File: src/rtl/npu_act_mem_wr_arbiter_if.sv
// rtl/npu_act_mem_wr_arbiter_if.sv - request/ack, memory write port and status bundle for the activation memory write arbiter
interface npu_act_mem_wr_arbiter_if #(
    parameter int DATA_WIDTH = 8,
    parameter int ADDR_WIDTH = 12,
    parameter int CNT_WIDTH  = 16
) ();
    // NPU post-processing writer
    logic                  hw_wr_req;
    logic [ADDR_WIDTH-1:0] hw_wr_addr;
    logic [DATA_WIDTH-1:0] hw_wr_data;
    logic                  hw_wr_ack_p;
    // host loader
    logic                  host_wr_req;
    logic [ADDR_WIDTH-1:0] host_wr_addr;
    logic [DATA_WIDTH-1:0] host_wr_data;
    logic                  host_wr_ack_p;
    logic                  host_wr_enable;
    // activation memory write port
    logic                  mem_we;
    logic [ADDR_WIDTH-1:0] mem_addr;
    logic [DATA_WIDTH-1:0] mem_wdata;
    // status / control
    logic                  clr_cnt_p;
    logic [CNT_WIDTH-1:0]  hw_wr_cnt;
    logic [CNT_WIDTH-1:0]  host_wr_cnt;
    logic                  addr_err;

    // requester / control side
    modport master (
        output hw_wr_req, hw_wr_addr, hw_wr_data,
        output host_wr_req, host_wr_addr, host_wr_data, host_wr_enable,
        output clr_cnt_p,
        input  hw_wr_ack_p, host_wr_ack_p,
        input  mem_we, mem_addr, mem_wdata,
        input  hw_wr_cnt, host_wr_cnt, addr_err
    );

    // arbiter side
    modport slave (
        input  hw_wr_req, hw_wr_addr, hw_wr_data,
        input  host_wr_req, host_wr_addr, host_wr_data, host_wr_enable,
        input  clr_cnt_p,
        output hw_wr_ack_p, host_wr_ack_p,
        output mem_we, mem_addr, mem_wdata,
        output hw_wr_cnt, host_wr_cnt, addr_err
    );
endinterface

File: src/rtl/npu_act_mem_wr_arbiter.sv
// rtl/npu_act_mem_wr_arbiter.sv - round-robin arbiter for the activation memory write port (NPU vs host)
module npu_act_mem_wr_arbiter #(
    parameter int DATA_WIDTH    = 8,
    parameter int ADDR_WIDTH    = 12,
    parameter int ACT_MEM_DEPTH = 4096,
    parameter int CNT_WIDTH     = 16
) (
    input  logic                     clk,
    input  logic                     rst,
    npu_act_mem_wr_arbiter_if.slave  bus
);
    localparam logic [CNT_WIDTH-1:0] CNT_MAX   = '1;
    localparam logic [32:0]          DEPTH_EXT = 33'(ACT_MEM_DEPTH);

    logic                  r_hw_ack;
    logic                  r_host_ack;
    logic                  r_mem_we;
    logic [ADDR_WIDTH-1:0] r_mem_addr;
    logic [DATA_WIDTH-1:0] r_mem_wdata;
    logic                  r_last_grant_host;
    logic [CNT_WIDTH-1:0]  r_hw_cnt;
    logic [CNT_WIDTH-1:0]  r_host_cnt;
    logic                  r_addr_err;

    logic                  w_hw_elig;
    logic                  w_host_elig;
    logic                  w_grant_hw;
    logic                  w_grant_host;
    logic                  w_grant_any;
    logic [ADDR_WIDTH-1:0] w_win_addr;
    logic [DATA_WIDTH-1:0] w_win_data;
    logic                  w_in_range;

    // A requester still sees its own ack in the ack cycle and keeps its request
    // high for that cycle, so the registered ack masks it from re-arbitration.
    assign w_hw_elig   = bus.hw_wr_req & ~r_hw_ack;
    assign w_host_elig = bus.host_wr_req & bus.host_wr_enable & ~r_host_ack;

    // Round-robin between the two: on a tie the side that did not win last time goes.
    assign w_grant_hw   = w_hw_elig   & (~w_host_elig | r_last_grant_host);
    assign w_grant_host = w_host_elig & (~w_hw_elig   | ~r_last_grant_host);
    assign w_grant_any  = w_grant_hw | w_grant_host;

    // Winner's write request, zero-extended so any ADDR_WIDTH compares safely against the depth.
    always_comb begin
        w_win_addr = bus.hw_wr_addr;
        w_win_data = bus.hw_wr_data;
        if (w_grant_host) begin
            w_win_addr = bus.host_wr_addr;
            w_win_data = bus.host_wr_data;
        end
    end
    assign w_in_range = (33'(w_win_addr) < DEPTH_EXT);

    // Register the grant: acks, memory write strobe/address/data and round-robin pointer.
    always_ff @(posedge clk or negedge rst) begin
        if (!rst) begin
            r_hw_ack          <= 1'b0;
            r_host_ack        <= 1'b0;
            r_mem_we          <= 1'b0;
            r_mem_addr        <= '0;
            r_mem_wdata       <= '0;
            r_last_grant_host <= 1'b1;
        end else begin
            r_hw_ack   <= w_grant_hw;
            r_host_ack <= w_grant_host;
            r_mem_we   <= w_grant_any & w_in_range;
            if (w_grant_any && w_in_range) begin
                r_mem_addr  <= w_win_addr;
                r_mem_wdata <= w_win_data;
            end
            if (w_grant_any) begin
                r_last_grant_host <= w_grant_host;
            end
        end
    end

    // Saturating write counters and sticky range error; a clear in the same cycle wins.
    always_ff @(posedge clk or negedge rst) begin
        if (!rst) begin
            r_hw_cnt   <= '0;
            r_host_cnt <= '0;
            r_addr_err <= 1'b0;
        end else if (bus.clr_cnt_p) begin
            r_hw_cnt   <= '0;
            r_host_cnt <= '0;
            r_addr_err <= 1'b0;
        end else begin
            if (w_grant_hw && w_in_range && (r_hw_cnt != CNT_MAX)) begin
                r_hw_cnt <= r_hw_cnt + CNT_WIDTH'(1);
            end
            if (w_grant_host && w_in_range && (r_host_cnt != CNT_MAX)) begin
                r_host_cnt <= r_host_cnt + CNT_WIDTH'(1);
            end
            if (w_grant_any && !w_in_range) begin
                r_addr_err <= 1'b1;
            end
        end
    end

    assign bus.hw_wr_ack_p   = r_hw_ack;
    assign bus.host_wr_ack_p = r_host_ack;
    assign bus.mem_we        = r_mem_we;
    assign bus.mem_addr      = r_mem_addr;
    assign bus.mem_wdata     = r_mem_wdata;
    assign bus.hw_wr_cnt     = r_hw_cnt;
    assign bus.host_wr_cnt   = r_host_cnt;
    assign bus.addr_err      = r_addr_err;
endmodule

File: src/flat_wrapper.sv
// flat-port wrapper written by rule: the top's interface ports become plain ports
module npu_act_mem_wr_arbiter_flat 
#(
    parameter int DATA_WIDTH    = 8,
    parameter int ADDR_WIDTH    = 12,
    parameter int ACT_MEM_DEPTH = 4096,
    parameter int CNT_WIDTH     = 16
)
  (clk, rst, bus_hw_wr_req, bus_hw_wr_addr, bus_hw_wr_data, bus_host_wr_req, bus_host_wr_addr, bus_host_wr_data, bus_host_wr_enable, bus_clr_cnt_p, bus_hw_wr_ack_p, bus_host_wr_ack_p, bus_mem_we, bus_mem_addr, bus_mem_wdata, bus_hw_wr_cnt, bus_host_wr_cnt, bus_addr_err);
  npu_act_mem_wr_arbiter_if #(.DATA_WIDTH(DATA_WIDTH), .ADDR_WIDTH(ADDR_WIDTH), .CNT_WIDTH(CNT_WIDTH)) bus_i ();
  input  logic clk;
  input  logic rst;
  input wire logic [$bits(bus_i.hw_wr_req)-1:0] bus_hw_wr_req;
  input wire logic [$bits(bus_i.hw_wr_addr)-1:0] bus_hw_wr_addr;
  input wire logic [$bits(bus_i.hw_wr_data)-1:0] bus_hw_wr_data;
  input wire logic [$bits(bus_i.host_wr_req)-1:0] bus_host_wr_req;
  input wire logic [$bits(bus_i.host_wr_addr)-1:0] bus_host_wr_addr;
  input wire logic [$bits(bus_i.host_wr_data)-1:0] bus_host_wr_data;
  input wire logic [$bits(bus_i.host_wr_enable)-1:0] bus_host_wr_enable;
  input wire logic [$bits(bus_i.clr_cnt_p)-1:0] bus_clr_cnt_p;
  output wire logic [$bits(bus_i.hw_wr_ack_p)-1:0] bus_hw_wr_ack_p;
  output wire logic [$bits(bus_i.host_wr_ack_p)-1:0] bus_host_wr_ack_p;
  output wire logic [$bits(bus_i.mem_we)-1:0] bus_mem_we;
  output wire logic [$bits(bus_i.mem_addr)-1:0] bus_mem_addr;
  output wire logic [$bits(bus_i.mem_wdata)-1:0] bus_mem_wdata;
  output wire logic [$bits(bus_i.hw_wr_cnt)-1:0] bus_hw_wr_cnt;
  output wire logic [$bits(bus_i.host_wr_cnt)-1:0] bus_host_wr_cnt;
  output wire logic [$bits(bus_i.addr_err)-1:0] bus_addr_err;
  assign bus_i.hw_wr_req = bus_hw_wr_req;
  assign bus_i.hw_wr_addr = bus_hw_wr_addr;
  assign bus_i.hw_wr_data = bus_hw_wr_data;
  assign bus_i.host_wr_req = bus_host_wr_req;
  assign bus_i.host_wr_addr = bus_host_wr_addr;
  assign bus_i.host_wr_data = bus_host_wr_data;
  assign bus_i.host_wr_enable = bus_host_wr_enable;
  assign bus_i.clr_cnt_p = bus_clr_cnt_p;
  assign bus_hw_wr_ack_p = bus_i.hw_wr_ack_p;
  assign bus_host_wr_ack_p = bus_i.host_wr_ack_p;
  assign bus_mem_we = bus_i.mem_we;
  assign bus_mem_addr = bus_i.mem_addr;
  assign bus_mem_wdata = bus_i.mem_wdata;
  assign bus_hw_wr_cnt = bus_i.hw_wr_cnt;
  assign bus_host_wr_cnt = bus_i.host_wr_cnt;
  assign bus_addr_err = bus_i.addr_err;
  npu_act_mem_wr_arbiter #(.DATA_WIDTH(DATA_WIDTH), .ADDR_WIDTH(ADDR_WIDTH), .ACT_MEM_DEPTH(ACT_MEM_DEPTH), .CNT_WIDTH(CNT_WIDTH)) u_core (.clk(clk), .rst(rst), .bus(bus_i));
endmodule
File: config.mk
export PLATFORM = sky130hd
export DESIGN_NAME = npu_act_mem_wr_arbiter_flat
export DESIGN_NICKNAME = d
export VERILOG_FILES = /design/src/rtl/npu_act_mem_wr_arbiter_if.sv /design/src/rtl/npu_act_mem_wr_arbiter.sv /design/src/flat_wrapper.sv
export SDC_FILE = /design/constraint.sdc
export NUM_CORES = 1
export LEC_CHECK = 0
export CORE_UTILIZATION = 41
export DETAILED_ROUTE_END_ITERATION = 16
export PLACE_DENSITY = 0.77
export SETUP_SLACK_MARGIN = 0.4
export SYNTH_ARGS = -nofsm -noshare
export SYNTH_HDL_FRONTEND = slang
export SYNTH_SLANG_ARGS = --single-unit
export TNS_END_PERCENT = 1
File: constraint.sdc
create_clock -name clk -period 2.1 [get_ports clk]
set_input_delay 0.42 -clock clk [delete_from_list [all_inputs] [get_ports clk]]
set_output_delay 0.42 -clock clk [all_outputs]
set_load 0.01 [all_outputs]
### After elaboration in Yosys (flattened, before gate mapping)

Cells that the tools add are included.
Widths: inputs -> output; s select.

* bitwise gates (word level): 13
* reduce and logical (&&, ||, !) cells: 4
* $add $sub $neg: 2
* eq/ne operators: 2
* mux-type cells: 6

Operators by type and width (count)
* $mux 16: 4
* $add 16x1->16 const B: 2
* $ne 16x16->1 const B: 2
* $mux 12: 1
* $mux 8: 1
* $and 1x1->1: 5
* $not 1->1: 5
* $reduce_bool 2->1: 2
* $or 1x1->1: 3
* $logic_and 1x1->1: 2

* output and inout bits: 56
* input port bits: 46
* register bits: 56
* logic and storage cells: 35

### Logic depth before layout (Yosys ltp)

Gate-level depths: netlist of run 1.

* word-level depth: 8
* gate-level depth with buffers: 7
* mapped depth without buffers: 5

### Worst setup path before layout of run 1

Ideal clock, no wire load.

* kind: reg2reg
* start point: register u_core.r_last_grant_host
* end point: register u_core.r_hw_cnt[12], in the netlist u_core.bus.hw_wr_cnt[12]
* buffers on the path: 1
* arrival time: 1.936 ns
* setup time: 0.078 ns
* clock period less this slack: 2.014 ns
* setup slack: 0.086 ns
* stages on the path, launching flop included: 6
* data required time: 2.022 ns
* cells stage by stage: dfstp_2 -> and4bb_1 -> or4_1 -> buf_2 -> or4_1 -> a21oi_1

* word-level cells in the longest chain between the ends: 4

RTL lines
* from (decl): RTL line npu_act_mem_wr_arbiter.sv:20 `logic r_last_grant_host;`
* from (signal assigned): RTL line npu_act_mem_wr_arbiter.sv:73 `r_last_grant_host <= w_grant_host;`
* $or 1x1->1: RTL line npu_act_mem_wr_arbiter.sv:40 `assign w_grant_hw = w_hw_elig & (~w_host_elig | r_last_grant_host);`
* $and 1x1->1: RTL line npu_act_mem_wr_arbiter.sv:40
* $logic_and 1x1->1: RTL line npu_act_mem_wr_arbiter.sv:89 `if (w_grant_hw && w_in_range && (r_hw_cnt != CNT_MAX)) begin`
* $reduce_bool 2->1 (no source line)
* to (signal assigned): RTL line npu_act_mem_wr_arbiter.sv:90 `r_hw_cnt <= r_hw_cnt + CNT_WIDTH'(1);`
* to (decl): RTL line npu_act_mem_wr_arbiter.sv:21 `logic [CNT_WIDTH-1:0] r_hw_cnt;`

Every way passes these cells.
A chain may end at the register's enable or synchronous reset.

### Final worst setup path of run 1

* start point: register u_core.r_last_grant_host
* end point: register u_core.r_hw_cnt[10], in the netlist u_core.bus.hw_wr_cnt[10]

Same word-level chain as after synthesis.

==> results of run 1 <==
## cells by family (layout without fill, tap and decap cells)
logic type | after synthesis | in the layout | share of synthesized area
other | 1 | 1 | 0.00132
DFF | 56 | 56 | 0.494
and+or+nand+nor | 138 | 138 | 0.274
buffers and inverters | 23 | 147 | 0.0331
adders and majority gates | 2 | 2 | 0.00882
muxes | 3 | 3 | 0.0119
AOI/OAI and AO/OA | 79 | 79 | 0.176
## final cells by class
type / count / area [sq um] / share of cell area
clock buffers: 6 / 72.6 / 0.0170
clock inverters: 2 / 60.1 / 0.0141
inverters: 6 / 22.5 / 0.00528
multi-input cells: 223 / 1350 / 0.316
flip-flops and latches: 56 / 1400 / 0.329
well taps: 77 / 96.3 / 0.0226
repair buffers: 133 / 1260 / 0.296
## power breakdown
part           total [mW]  switching, mW  internal [mW]
Sequential           1.21         0.0543           1.16
Combinational       0.536          0.236          0.300
Clock               0.830          0.353          0.477
## cell usage after synthesis, types with 2 or more instances
master	number	area (sq um)
or3_1	4	25.0
nor4_1	3	18.8
dfrtp_1	55	1380
and3_1	3	18.8
o22ai_1	20	125
nor3_1	2	10.0
o41ai_1	3	26.3
buf_2	3	15.0
nand3_1	16	80.1
nand2_1	12	45.0
and4_1	6	52.6
inv_1	6	22.5
a21oi_1	24	120
o311ai_0	2	17.5
mux2_1	2	22.5
nand4_1	12	75.1
o31ai_1	18	135
ha_1	2	25.0
clkbuf_1	12	45.0
nor4_2	2	25.0
o21ai_0	2	10.0
nand2b_1	2	12.5
o21ai_1	6	30.0
nand3b_1	4	30.0
nor2_1	45	169
or4_1	17	128
nor2b_1	4	25.0
## repair_timing
item	4_1_cts	5_1_grt
cloned	0	0
pin swaps	0	1
hold buffers	0	0
endpoints found under the setup margin	80	91
buffers inserted	1	0
gates resized for setup	4	2
## worst max-delay path, delay by kind of cell, from the launching register on
family / cells / cell delay [ns]
flip-flops: 1 / 0.54
AO/OA/AOI/OAI: 1 / 0.13
AND/OR/NAND/NOR: 3 / 1.21
## flip-flops by register name, summed over array words and instances (netlist names)
name,cells
u_core.bus.host_wr_cnt,16
u_core.bus.mem_we,1
u_core.bus.hw_wr_cnt,16
u_core.bus.hw_wr_ack_p,1
u_core.r_last_grant_host,1
u_core.bus.host_wr_ack_p,1
u_core.bus.mem_wdata,8
u_core.bus.mem_addr,12
## through the flow
| stage | util | power [mW] | worst slack (ns) | std cells | hold WS [ns] |
|---|---|---|---|---|---|
| floorplan | - | 1.41 | 0.137 | 302 | 0.124 |
| global placement | 0.635 | 1.76 | -0.248 | 494 | 0.413 |
| detailed placement | 0.635 | 1.77 | -0.276 | 494 | 0.413 |
| CTS | 0.656 | 2.61 | 0.164 | 503 | 0.0663 |
| global route | 0.657 | 2.71 | 0.103 | 503 | 0.0792 |
| finish | 0.657 | 2.58 | 0.169 | 503 | 0.0664 |
## worst min path at each step
stage / startpoint / slack [ns] / to / cells after the start
after floorplan: rst / 0.12 / u_core.bus.host_wr_ack_p / 0
after global placement: rst / 0.41 / u_core.bus.mem_addr[6] / 1
after detailed placement: rst / 0.41 / u_core.bus.mem_addr[6] / 1
after CTS: rst / 0.07 / u_core.bus.mem_wdata[0] / 1
after global routing: rst / 0.08 / u_core.bus.mem_wdata[0] / 1
final: rst / 0.07 / u_core.bus.mem_wdata[0] / 1
## layer usage
layer	track usage	routed length (microns)	share of wire	vias to the layer above
met4	0.0508	40	0.0050	0
met2	0.401	3970	0.49	132
met3	0.0778	754	0.093	4
met1	0.298	3310	0.41	1430
met5	0	0	0	-
li1	-	-	-	1402
==> impl_results.md, run 1 <==
- Final Skew: roughly 0.011 ns
- Min Tclk post-route: 1.93 ns
- GPL Wtd Cong: 0.789
- Leak: about 1.7 nW
- Root buf cell: clkbuf_8
- Synth Warn #: 0
- First-pass GRT wire length: 13.9 mm
- NumNets Final: between 400 and 500
- Final Max Slew Viols: 0
- Seq cells post-synth: 56
- Worst Setup Start Kind: flop
- Worst reg-to-reg path cell count: 4
- Cts bufs inserted: 5
- Min-Delay Path Class: input pin to asynchronous set/reset pin
- Worst setup path start: u_core.r_last_grant_host
- Remaining routing DRC violations: 0
- Worst-margin pin slew: roughly 0.57 ns
- Period utilization: 0.919
- Main flop type after synthesis: dfrtp_1
- Mapped Nets: 350
- Max-Cap Viols: 0
- Crit-path max FO: 6
- Vias in the first global route: approximately 3000
- Core Area: 0.00649 sq mm
- Critical path cell sequence: and4bb_1 -> or4_4 -> or4_1 -> a21oi_1
- Via density: between 5 and 6
- # H-tree levels: 2
- Hold violation count in the final report: 0
- Cell Rows: 29
- Relative slew slack: 0.616
- Layout cell share with drive strength beyond 1: 0.120
- RSZ-0062 raised after global routing: yes
- Worst setup EP type: flop
- Final WL: approximately 8.1 mm
- Commonest non-fill, non-tap cell in the layout: clkdlybuf4s50_1
- Mapped Cells: around 300
- Total global routing overflow: 0
- Die W: approximately 85 microns
- Post-synthesis async set-or-reset flop share: 1.00
- Yosys cell types: 42
- Launch point of the worst reg-to-reg path: u_core.r_last_grant_host
- Max incr delay on CP: around 0.55 ns
- PortBufs: 100
- Status: finished, final reports clean
- CTS tree: done
- Setup_tns: 0 ns
- Placed cell area: 0.00412 sq mm
- Mapped cell area: about 0.0028 sq mm
- Antenna Cells: 0
- Filler Cells Inserted: between 500 and 600
- Max IR drop VDD: 0.000395 V
- RR Endpoint: u_core.bus.hw_wr_cnt[10]
- I/O pins: roughly 100
- R2r setup slk: 0.17 ns
- WL/cell: 16.1 microns
- Clock Latency Late Sink: slightly above 0.3 ns
- CTS sink count: between 50 and 60
- Final setup fails: 0
- Starting Density: 0.437
- Final instance area: roughly 0.0043 sq mm
- Routed vias: just under 3000
- Largest net degree at the start of global routing: 37
- Initial antenna violation count: 0
- Required @ worst endpoint: 2.34 ns
- CP max-delay cell: or4_4
- Routed Antenna Nets: 0
- Die H: between 80 and 90 microns
- CP arrival: 2.18 ns
- Critical path type: flop to flop
- Initial DRC Count: around 210
- Worst-path clk slew: 0.10 ns
- Total GRT Usage: 0.238
- Bufs on Longest Clock Path: 2
- Most frequent cells in the layout: clkdlybuf4s50_1 (96), dfrtp_1 (54), nor2_1 (45)
- EDFF count, synth: 0
- Seq/Total Area, Yosys: 0.494
- DPL Wire Length: 5.77 mm
- CP endpoint: u_core.bus.hw_wr_cnt[10]
- Max Clk Rate: 518 MHz
- Drt first pass iters: 4
- Avg Cell Area, Syn: ~9.4 sq um
- Area grow syn2layout: 50.4%
- Power density over cell area: approximately 600 mW/mm^2
- Die area: around 0.0073 sq mm
Note: power is estimated with default switching activity, not from simulation.
==> run 2: changes to the inputs <==
- SKIP_CTS_REPAIR_TIMING: not set -> 1
==> run 2 against run 1 <==
Sequential share of layout area down 0.15 points. Core utilization up 0.31 points. Power about the same. Critical endpoint unchanged. Largest power group unchanged. Highest routed layer unchanged.
==> impl_results.md, run 2 (synthesis results as in run 1) <==
- Status: finished, final reports clean
- DPL Wire Length: around 5.8 mm
- Min-Delay Path Class: input pin to asynchronous set/reset pin
- Most frequent cells in the layout: clkdlybuf4s50_1 (97), dfrtp_1 (54), nor2_1 (45)
- Bufs on Longest Clock Path: 2
- Starting Density: 0.437
- Leak: 1.68 nW
- Sequential Power Share: 0.470
- Routed vias: approximately 3000
- Filler Cells Inserted: 516
- Initial DRC Count: ~170
- Required @ worst endpoint: between 2 and 2.5 ns
- I/O pins: between 100 and 150
- Final Max Slew Viols: 0
- GR met1 Demand/Resource: 0.301
- Final instance area: 0.00429 sq mm
- Combinational share of power: 0.209
- # H-tree levels: 2
- Critical path type: input pin to flop
- CTS sink count: 56
- Worst reg-to-reg path cell count: 4
- Clock share of power: 0.321
- Global Route met3 Usage: 0.0778
- Worst Setup Start Kind: input pin
- Total GRT Usage: 0.237
- Layout cell share with drive strength beyond 1: 0.127
- Int Power: 1.94 mW
- Sw Ratio: 0.249
- Die area: between 0.007 and 0.008 sq mm
- GR peak layer: met2
- Drt first pass iters: 5
- Hold violation count in the final report: 0
- RSZ-0062 raised after global routing: yes
- Worst-margin pin slew: roughly 0.59 ns
- Largest net degree at the start of global routing: 37
- Die W: 85.2 microns
- Max incr delay on CP: between 0.5 and 0.6 ns
- First-pass GRT wire length: 13.8 mm
- Buffers & Inverters on Critical Path: 1
- Min Tclk post-route: 1.95 ns
- Routed Antenna Nets: 0
- Final WL: roughly 8 mm
- Commonest non-fill, non-tap cell in the layout: clkdlybuf4s50_1
- Final setup fails: 0
- Crit path max-delay family: simple AND/OR/NAND/NOR gates
- Max-Cap Viols: 0
- Final Skew: around 0.0094 ns
- Worst setup EP type: flop
- PortBufs: 100
- Area grow syn2layout: 51.1%
- Cts bufs inserted: 5
- Met2 Usage GRT: 0.395
- Die H: between 80 and 90 microns
- Max IR drop VDD: a little over 0.0004 V
- CP arrival: about 2.2 ns
- Critical path cell sequence: clkdlybuf4s50_1 -> nand2b_1 -> or4_4 -> or4_1 -> a21oi_1
- Sequential cell area: 0.00140 sq mm
- GPL Wtd Cong: 0.789
- WP depth: 5
- NumNets Final: ~470
- Placed cell area: a little over 0.004 sq mm
- Antenna Cells: 0
- Net Sw Power: 0.643 mW
- Cell Rows: 29
- Max Clk Rate: between 500 and 600 MHz
- WL/cell: ~16 microns
- Worst-path clk slew: approximately 0.1 ns
- Vias in the first global route: between 2000 and 3000
- Clock Latency Late Sink: 0.31 ns
- Final Non-Filler Cells: between 500 and 600
- Relative slew slack: 0.603
- Initial antenna violation count: 0
- Core Area: 0.00649 sq mm
- Crit-path max FO: 6
- CP max-delay cell: or4_4
- Root buf cell: clkbuf_8
- Placed insts: about 490
- Period utilization: 0.930
- Total global routing overflow: 0
- Via density: 5.94
- Power density over cell area: about 600 mW/mm^2
- Remaining routing DRC violations: 0
- Multi-input combinational cell area: around 0.0014 sq mm
- CTS tree: done
==> run 2: changes by cell type in the layout (fill, tap and decap cells not counted) <==
cell / previous run / this run
nor4_2: 2 / 3
nand2_1: 12 / 11
nand2_2: 0 / 1
dlygate4sd2_1: 3 / 0
clkdlybuf4s50_1: 96 / 97
nor2b_1: 4 / 3
nor2b_2: 0 / 1
dlymetal6s2s_1: 0 / 2
nor4_1: 3 / 2
==> run 2: worst paths after layout <==
kind | start | end | slack (ns)
min reg2reg | u_core.bus.mem_addr[0] | u_core.bus.mem_addr[0] | 0.53
min | rst | u_core.bus.mem_addr[4] | 0.07
max | bus_hw_wr_req | u_core.bus.hw_wr_cnt[10] | 0.15
max in group asynchronous | rst | u_core.r_last_grant_host | 1.41
max reg2reg | u_core.r_last_grant_host | u_core.bus.hw_wr_cnt[10] | 0.15
min in group clk | u_core.bus.mem_addr[0] | u_core.bus.mem_addr[0] | 0.53
==> run 2: final cells by class <==
| cell class | count | share of cell area |
|---|---|---|
| tap | 77 | 0.0225 |
| inverter | 6 | 0.00525 |
| multi-input combinational | 223 | 0.317 |
| clock buffer | 6 | 0.0169 |
| sequential | 56 | 0.327 |
| clock inverter | 2 | 0.0140 |
| timing repair buffer | 133 | 0.297 |
==> run 2: metrics by stage <==
stage	setup WS, ns	hold slack, ns	TNS, ns	total power [mW]	utilization
2_1_floorplan	0.137	0.124	0	1.41	-
6_report	0.146	0.0686	0	2.58	0.660
5_1_grt	0.102	0.0792	0	2.72	0.660
3_3_place_gp	-0.248	0.413	-1.90	1.76	0.635
4_1_cts	0.0496	0.0663	0	2.61	0.655
3_5_place_dp	-0.276	0.413	-2.68	1.77	0.635
==> run 2: power by group through the flow <==
stage | Combinational [mW] | Clock [mW] | Sequential (mW)
2_1_floorplan | 0.148 | 0 | 1.26
3_3_place_gp | 0.526 | 0 | 1.23
3_5_place_dp | 0.534 | 0 | 1.23
4_1_cts | 0.537 | 0.854 | 1.22
5_1_grt | 0.588 | 0.905 | 1.23
6_report | 0.540 | 0.828 | 1.22
==> run 2: routing by layer <==
| layer | share of wire | vias to the layer above |
|---|---|---|
| met4 | 0.0074 | 0 |
| li1 | - | 1393 |
| met3 | 0.095 | 8 |
| met2 | 0.50 | 145 |
| met5 | 0 | - |
| met1 | 0.40 | 1444 |
==> run 3: changes to the inputs <==
- HOLD_SLACK_MARGIN: not set -> 0.08
==> run 3 against run 2 <==
Clock-buffer cell count stayed put. Global-route usage stayed put. Sequential share of layout area is 0.076 points lower. Combinational power hardly changed. Critical path depth stayed put. Fmax hardly changed. Clock power hardly changed. Routed wire length is 0.37% higher. First-iteration DRC count is 1.7% higher. Via count is 0.50% higher. Sequential power hardly changed. Non-clock buffer count is 1 higher. Largest cell class unchanged. Largest power group unchanged. Highest routed layer unchanged.
==> impl_results.md, run 3 (synthesis results as in run 1) <==
- Worst Slack Setup Final: 0.147 ns
- PortBufs: 100
- Final Max Slew Viols: 0
- Required @ worst endpoint: around 2.3 ns
- Routed Antenna Nets: 0
- Vias in the first global route: 2912
- Placed cell area: ~0.0041 sq mm
- Remaining routing DRC violations: 0
- Crit-path max FO: 6
- Bufs on Longest Clock Path: 2
- Routed vias: about 3000
- Worst-margin pin slew: 0.592 ns
- Worst setup EP type: flop
- CTS sink count: 56
- Drt first pass iters: 5
- Max Clk Rate: 512 MHz
- Power density over cell area: around 600 mW/mm^2
- Worst Setup Start Kind: input pin
- Total global routing overflow: 0
- Initial DRC Count: approximately 180
- Core Area: roughly 0.0065 sq mm
- Setup_tns: 0 ns
- Launch point of the worst reg-to-reg path: u_core.r_last_grant_host
- Die W: around 85 microns
- Leak: between 1.5 and 2 nW
- WHS Path Cells: 2
- Worst-path clk slew: about 0.1 ns
- I/O pins: roughly 100
- Antenna Cells: 0
- Final WL: 8.11 mm
- R2r setup slk: roughly 0.15 ns
- GPL Wtd Cong: 0.789
- Final Skew: between 0.007 and 0.008 ns
- Starting Density: 0.437
- Clock Latency Late Sink: just over 0.3 ns
- Total GRT Usage: 0.237
- WL/cell: about 16 microns
- Final setup fails: 0
- Commonest non-fill, non-tap cell in the layout: clkdlybuf4s50_1
- Final Non-Filler Cells: slightly above 500
- Worst hold start: u_core.bus.mem_addr[0]
- DPL Wire Length: ~5.8 mm
- Min Tclk post-route: ~2 ns
- Relative slew slack: 0.602
- RR Endpoint: u_core.bus.hw_wr_cnt[10]
- NumNets Final: 474
- Filler Cells Inserted: 514
- First-pass GRT wire length: around 14 mm
- Area grow syn2layout: 51.5%
- Via density: approximately 6
- CP arrival: 2.20 ns
- Die area: 0.00725 sq mm
- Min-Delay Path Class: flop to flop
- Hold Crit Endpoint: u_core.bus.mem_addr[0]
- Largest net degree at the start of global routing: 37
- Initial antenna violation count: 0
- Placed insts: between 400 and 500
- Cts bufs inserted: 5
- Max IR drop VDD: a little over 0.0004 V
- Pre-CTS setup slack: -0.276 ns
- Final instance area: around 0.0043 sq mm
- Most frequent cells in the layout: clkdlybuf4s50_1 (97), dfrtp_1 (54), nor2_1 (45)
- Critical path type: input pin to flop
- Sequential cell area: 0.00140 sq mm
- Hold violation count in the final report: 0
- CTS tree: done
- Status: finished, final reports clean
- Worst reg-to-reg path cell count: 4
- RSZ-0062 raised after global routing: yes
- Cell Rows: 29
- Layout cell share with drive strength beyond 1: 0.126
- Max-Cap Viols: 0
- Root buf cell: clkbuf_8
- Period utilization: 0.930
- Die H: about 85 microns
- # H-tree levels: 2
- Multi-input combinational cell area: roughly 0.0014 sq mm
==> run 3: changes by cell type in the layout (fill, tap and decap cells not counted) <==
cell,delta
dlygate4sd3_1,+1
==> run 3: cell type report <==
type,instances,share of cell area
flip-flops and latches,56,0.327
clock buffers,6,0.0169
well taps,77,0.0224
clock inverters,2,0.0140
inverters,6,0.00524
multi-input cells,223,0.316
repair buffers,134,0.299
==> run 3: power by group <==
group | switching [mW] | total (mW) | internal (mW)
logic | 0.238 | 0.541 | 0.304
clock network | 0.353 | 0.830 | 0.477
registers | 0.0546 | 1.22 | 1.16
==> run 3: per-stage QoR <==
step	total power, mW	hold WS [ns]	utilization
global route	2.72	0.586	0.662
CTS	2.61	0.0663	0.655
floorplan	1.41	0.124	-
detailed placement	1.77	0.413	0.635
global placement	1.76	0.413	0.635
finish	2.59	0.533	0.662
==> run 3: worst max-delay path, stage by stage <==
cell and delay [ns]:
clkdlybuf4s50_1 0.51, nand2b_1 0.08, or4_4 0.57, or4_1 0.48, a21oi_1 0.13
==> run 3: how the worst max path moves through the flow <==
stage | cells past startpoint | start | slack (ns) | to
floorplan | 5 | u_core.r_last_grant_host | 0.14 | u_core.bus.hw_wr_cnt[10]
global placement | 5 | bus_host_wr_req | -0.25 | u_core.bus.hw_wr_cnt[10]
detailed placement | 5 | bus_host_wr_req | -0.28 | u_core.bus.hw_wr_cnt[10]
CTS | 5 | bus_host_wr_req | 0.05 | u_core.bus.hw_wr_cnt[10]
global route | 4 | u_core.r_last_grant_host | 0.10 | u_core.bus.hw_wr_cnt[10]
finish | 5 | bus_hw_wr_req | 0.15 | u_core.bus.hw_wr_cnt[10]
==> run 3: per-layer routing <==
| metal | routed length (microns) | global-route usage |
|---|---|---|
| met4 | 53 | 0.0508 |
| met5 | 0 | 0 |
| met1 | 3260 | 0.301 |
| met2 | 4040 | 0.395 |
| met3 | 758 | 0.0778 |
